<file path="config.mk">
export PLATFORM = sky130hd
export DESIGN_NAME = branch_predictor
export DESIGN_NICKNAME = d
export VERILOG_FILES = /design/src/rtl/branch_predictor.sv
export SDC_FILE = /design/constraint.sdc
export NUM_CORES = 1
export LEC_CHECK = 0
export ABC_CLOCK_PERIOD_IN_PS = 5900
export CAP_MARGIN = 20
export CELL_PAD_IN_SITES_DETAIL_PLACEMENT = 1
export CELL_PAD_IN_SITES_GLOBAL_PLACEMENT = 1
export CORE_ASPECT_RATIO = 0.8
export CORE_UTILIZATION = 46
export DETAILED_ROUTE_END_ITERATION = 8
export HOLD_SLACK_MARGIN = 0.03
export PLACE_DENSITY = 0.84
export SKIP_CTS_REPAIR_TIMING = 1
export SYNTH_ARGS = -nofsm -noshare
export SYNTH_HDL_FRONTEND = slang
export SYNTH_SLANG_ARGS = --single-unit
</file>
<file path="constraint.sdc">
create_clock -name clk -period 5.9 [get_ports clk]
set_clock_uncertainty 0.2 [all_clocks]
set_input_delay 1.77 -clock clk [delete_from_list [all_inputs] [get_ports clk]]
set_output_delay 1.77 -clock clk [all_outputs]
set_load 0.03 [all_outputs]
</file>
<file path="src/rtl/branch_predictor.sv">
// Direct-mapped 2-bit saturating-counter direction predictor.
// Zero-latency lookup for fetch, registered training, saturating stats.
module branch_predictor #(
   parameter int PC_W   = 16,
   parameter int IDX_W  = 6,
   parameter int STAT_W = 16
) (
   input  logic              clk,
   input  logic              rst_n,
   input  logic              lk_valid,
   input  logic [PC_W-1:0]   lk_pc,
   output logic              lk_taken,
   input  logic              upd_valid,
   input  logic [PC_W-1:0]   upd_pc,
   input  logic [2:0]        upd_cond,
   input  logic              upd_pred,
   input  logic              upd_miss,
   input  logic              tbl_clr,
   output logic [STAT_W-1:0] stat_br,
   output logic [STAT_W-1:0] stat_miss
);

   localparam int N = 1 << IDX_W;

   logic [1:0]        tbl_q [N];
   logic [STAT_W-1:0] br_q;
   logic [STAT_W-1:0] br_d;
   logic [STAT_W-1:0] miss_q;
   logic [STAT_W-1:0] miss_d;
   logic [IDX_W-1:0]  lk_idx;
   logic [IDX_W-1:0]  upd_idx;
   logic              upd_en;
   logic              act;
   logic [1:0]        cur;
   logic [1:0]        ctr_d;
   logic              unused_pc_hi;

   assign lk_idx   = lk_pc[IDX_W-1:0];
   assign upd_idx  = upd_pc[IDX_W-1:0];
   assign lk_taken = lk_valid & tbl_q[lk_idx][1];
   assign stat_br   = br_q;
   assign stat_miss = miss_q;

   // Upper PC bits do not take part in indexing (tagless table).
   assign unused_pc_hi = ^{lk_pc[PC_W-1:IDX_W],
                           upd_pc[PC_W-1:IDX_W]};

   // Next counter value and next statistics for the resolved branch.
   always_comb begin
      act    = upd_pred ^ upd_miss;
      upd_en = upd_valid & (upd_cond != 3'd7);
      cur    = tbl_q[upd_idx];
      ctr_d  = cur;
      br_d   = br_q;
      miss_d = miss_q;
      if (act) begin
         if (cur != 2'b11) ctr_d = cur + 2'b01;
      end else begin
         if (cur != 2'b00) ctr_d = cur - 2'b01;
      end
      if (upd_en) begin
         if (br_q != '1) br_d = br_q + 1'b1;
         if (upd_miss && (miss_q != '1))
            miss_d = miss_q + 1'b1;
      end
   end

   // Counter table: clear wins over training; single write port.
   always_ff @(posedge clk or negedge rst_n) begin
      if (!rst_n) begin
         for (int i = 0; i < N; i++)
            tbl_q[i] <= 2'b01;
      end else if (tbl_clr) begin
         for (int i = 0; i < N; i++)
            tbl_q[i] <= 2'b01;
      end else if (upd_en) begin
         tbl_q[upd_idx] <= ctr_d;
      end
   end

   // Statistics count every trained branch, even when the table clears.
   always_ff @(posedge clk or negedge rst_n) begin
      if (!rst_n) begin
         br_q   <= '0;
         miss_q <= '0;
      end else begin
         br_q   <= br_d;
         miss_q <= miss_d;
      end
   end

endmodule
</file>
After elaboration in Yosys (flattened, before gate mapping). Cells that the tools add are included.

Mux-type cells: 14. $add $sub $neg: 4. Equality and inequality tests: 4. Bitwise logic cells: 5. Magnitude comparators: 3. Reductions and logical operators: 6.

Operator list (count): $mux W128 (2); $bwmux W128 (1); $add A16 B1 Y16 const B (2); $ne A16 B16 Y1 const B (2); $bmux W2 S6 (2); $mux W2 (8); $ge A7 B7 Y1 const B (2); $not A6 Y7 (2); $demux W2 S6 (1); $lt A7 B1 Y1 const B (1); $reduce_and A2 Y1 (2); $reduce_bool A2 Y1 (2); $ne A3 B3 Y1 const B (1); $add A2 B1 Y2 const B (1); $and A1 B1 Y1 (2); $logic_and A1 B1 Y1 (2); $ne A2 B2 Y1 const B (1); $sub A2 B1 Y2 const B (1); $xor A1 B1 Y1 (1).

Logic and storage cells: 102. Register bits: 160. Bits of input ports: 42. Output and inout bits: 33.

Depth between registers and ports, before layout.
Word-level depth: 10. Gate-level depth with buffers: 11. Mapped depth without buffers: 7.

Least setup slack after synthesis. No wires, ideal clock.

Path kind: input-to-output. Start point: in lk_pc[0]. End point: out lk_taken. Cell stages on the path: 6. Setup slack: -0.055 ns. Buffers on the path: 2. Required time: 3.930 ns. Arrival time: 3.985 ns. Cells stage by stage: buf_2 -> buf_2 -> mux4_2 -> mux4_2 -> mux4_2 -> and2_1.

Word-level cells in the longest chain between the ends: 5.

Ends and longest elaborated chain: start, declared (line 11) `input logic [PC_W-1:0] lk_pc,`; $not A6 Y7 (not written as such) (line 40) `assign lk_taken = lk_valid & tbl_q[lk_idx][1];`; $bmux W2 S6 (line 40); $mux W2 (not written as such) (2 in a row) (line 40); $and A1 B1 Y1 (line 40); end, declared (line 12) `output logic lk_taken,`.

Every way passes these cells. The select of a mux whose other input is x is not followed.

Worst setup path in the final report. Ends and elaborated chain as after synthesis.

==> reports/qor_table.md <==
| Step | Metric | Reported |
|---|---|---|
| status | Outcome | completed |
| detailed routing | Number of vias in the routed layout | 8318 |
| power | Power Density | 280 mW/mm2 |
| clocking | Total number of H-tree levels | 4 |
| layout | # diodes | 0 |
| timing | Final setup margin | 14.5 ps |
| power | VDD IR max | 0.000197 V |
| place | Final RePlAce weighted congestion | 0.890 |
| clocking | Number of clock sinks seen by CTS | 160 |
| critical path | Worst reg2reg setup slack | 2830 ps |
| synth | Post-Syn Nets | 940 |
| detailed routing | Post-DRT Antenna Nets | 0 |
| detailed routing | Vias per cell | 7.01 |
| timing | Timing-limited maximum frequency | 170 MHz |
| synth | Post-synthesis instance area | 0.00898 mm2 |
| critical path | Critical Path End Type | primary output |
| timing | Number of max-slew violations in the final report | 0 |
| critical path | WP data required | 3930 ps |
| floorplanning | Die width | 158 um |
| clocking | Post-CTS clock slew at the launch and capture registers of the worst setup and hold paths | 70 ps |
| detailed routing | Mean routed wirelength per cell | 27.4 um |
| global routing | Pin count of the biggest net entering global routing | 146 |
| timing | Number of hold violations in the final report | 0 |
| power | Switching power | 888 uW |
| synth | Share of flip-flops with an asynchronous set or reset | 100% |
| critical path | Peak fanout along the critical path | 7 |
| floorplanning | Number of top-level design ports | 75 |
| synth | Register area share after synthesis | 45.5% |
| floorplanning | Die Y-Extent | 127 um |
| detailed routing | Final Routed Wirelength | 32500 um |
| clocking | Root cell of the clock tree | sky130_fd_sc_hd__clkbuf_16 |
| timing | Min cycle time layout | 5890 ps |
| layout | Fraction of layout instances using a drive strength above 1 | 20.0% |
| floorplanning | Area of the core region | 0.0190 mm2 |
| power | Logic pwr share | 18.1% |
| hold path | Path class of the lowest-slack min-delay path | register to register |
| synth | Synth unique cells | 56 |
| critical path | Crit path DAT | 3920 ps |
| timing | Total negative slack | 0 ps |
| clocking | CTS Buffer Depth | 2 |
| floorplanning | Standard-cell row count | 45 |
| timing | Worst Tran Pin Value | 1130 ps |
| layout | Commonest cells after routing, fill and taps aside | 144 x sky130_fd_sc_hd__nor2_1, 131 x sky130_fd_sc_hd__nor3_1, 96 x sky130_fd_sc_hd__dfrtp_1, 66 x sky130_fd_sc_hd__a31oi_1 |
| place | Instance count after placement with tap cells included | 1151 |
| synth | Share of the synthesized area in the top cell type | 26.7% |
| synth | FF+latch count, synth | 160 |
| power | Lkg Pwr | 0.00366 uW |
| power | Sequential share of power | 41.4% |
| place | Half-perimeter wire length after placement | 20100 um |
| detailed routing | Post-detailed-route DRC marker count | 0 |
| floorplanning | Initial cell density of the core | 47.2% |
| place | Buffers added on ports | 54 |
| synth | Top flip-flop cell by instance count after synthesis | sky130_fd_sc_hd__dfrtp_1 |
| layout | Layout fillers | 2119 |
| synth | Number of warnings reported in the yosys synthesis log | 0 |
| clocking | Clock latency at the later pin of the worst-skew pair | 450 ps |
| floorplanning | Overall die area | 0.0201 mm2 |
| layout | Area growth from synthesis to final layout | 16.0% |
| detailed routing | First drt pass iteration count | 5 |
| clocking | Clock buffer count from CTS | 17 |
| layout | Number of standard cells in the final layout excluding fillers | 1186 |
| layout | Commonest non-fill, non-tap cell in the layout | sky130_fd_sc_hd__nor2_1 |
| global routing | Total routing resource utilization after global routing | 33.6% |
| critical path | Worst reg-to-reg path cell count | 8 |
| synth | Top post-synthesis cells by area | sky130_fd_sc_hd__dfrtp_1 27%, sky130_fd_sc_hd__dfstp_2 19%, sky130_fd_sc_hd__mux4_2 8.0% |
| global routing | Wire length of the first global-routing pass | 50800 um |
| synth | Gate count of the mapped netlist | 896 |
| job | Max-cap viol count | 0 |
| global routing | Antenna violations before repair | 0 |
| layout | Final layout net count | 959 |
| power | Internal power | 2030 uW |
| critical path | Nature of the critical path startpoint | primary input |
| critical path | Worst Setup Path Type | primary input to primary output |
| synth | Number of flops mapped to enable cells by yosys | 0 |
| timing | Final count of negative-setup-slack endpoints | 0 |
| clocking | TritonCTS clock tree | done |
| detailed routing | Count of routing violations after the opening detailed-route iteration | 900 |
| hold path | Worst Hold Path Cells | 1 |
| power | Clk network pwr share | 40.5% |
| timing | Portion of the clock cycle consumed by the worst path in the final layout | 99.8% |
| layout | Final design utilization | 54.8% |
| synth | Cell taking the most area after synthesis | sky130_fd_sc_hd__dfrtp_1 |
| timing | Final hold slack | 292 ps |
| power | Switching Fraction | 30.4% |
| global routing | Overall overflow remaining after global route | 0 |
| place | Pre-CTS setup slack | -838 ps |
| synth | Synthesized area per cell | 10.0 um2 |
| global routing | Via count of the first global-routing pass | 8501 |
| timing | Worst slew slack as a fraction of its limit | 24.5% |
## Yosys cell counts (all sizes together), types with 4 or more instances
| master | number |
|---|---|
| and2 | 6 |
| a22oi | 5 |
| nand3 | 22 |
| o21ai | 9 |
| nor2b | 7 |
| xnor2 | 21 |
| a311oi | 64 |
| nor3b | 4 |
| nand2 | 26 |
| a221oi | 8 |
| and3 | 7 |
| o22ai | 5 |
| clkbuf | 55 |
| mux2i | 8 |
| mux4 | 32 |
| dfrtp | 96 |
| and4 | 6 |
| a21oi | 6 |
| nand4 | 10 |
| a31oi | 66 |
| nor3 | 131 |
| nor2 | 144 |
| xor2 | 10 |
| buf | 34 |
| dfstp | 64 |
| mux2 | 13 |
## path summary, 6_finish.rpt
path / end / start
worst max-delay path: lk_taken / lk_pc[0]
worst min-delay path: stat_br[3] / stat_br[3]
worst max register to register: tbl_q[19] / tbl_q[77]
worst min register to register: stat_br[3] / stat_br[3]
max in group asynchronous: tbl_q[4] / rst_n
min in group asynchronous: tbl_q[77] / rst_n
## per-layer routing
| metal | routed length, um | GRT usage (%) | part of all wire, % |
|---|---|---|---|
| met5 | 0 | 0 | 0 |
| met4 | 1080 | 14.6 | 3.3 |
| met3 | 2710 | 6.38 | 8.3 |
| met2 | 15500 | 51.5 | 48 |
| met1 | 13300 | 46.5 | 41 |
## registers in the layout (all words and copies together) (netlist names)
register / count
tbl_q: 128
stat_br: 16
stat_miss: 16
## per-stage QoR
stage,power (uW),cell area (um2)
after floorplan,1520,8980
after global placement,1710,9730
after detailed placement,1740,9730
after CTS,2910,10300
after global routing,2980,10400
final,2920,10400
## cell type report
class	count	area [um2]	share of cell area (%)
clock inverter	9	131	1.26
timing repair buffer	89	928	8.91
sequential	160	4080	39.2
multi-input combinational	645	4470	42.9
clock buffer	23	478	4.59
inverter	2	7.51	0.0720
tap	258	323	3.10
## worst max-delay path: stages
cell and delay [ps]:
sky130_fd_sc_hd__buf_4 130, sky130_fd_sc_hd__clkbuf_16 160, sky130_fd_sc_hd__mux4_2 530, sky130_fd_sc_hd__mux4_2 490, sky130_fd_sc_hd__mux4_2 500, sky130_fd_sc_hd__and2_4 180, sky130_fd_sc_hd__buf_4 160
## cells by family after synthesis
| logic type | count (synthesis) | share of synthesized area (%) |
|---|---|---|
| mux | 53 | 10.5 |
| flops | 160 | 45.5 |
| simple gates | 373 | 19.6 |
| compound gates | 186 | 16.1 |
| buf+inv | 91 | 4.99 |
| xor+xnor | 31 | 3.02 |
| fa+ha+maj | 2 | 0.279 |
## power by group through the flow
stage	Clock, uW	Combinational [uW]	Sequential (uW)
detailed placement	0	513	1220
finish	1180	529	1210
floorplan	0	234	1290
global placement	0	494	1220
CTS	1180	518	1210
global route	1210	555	1210
Note: power is estimated with default switching activity, not from simulation.
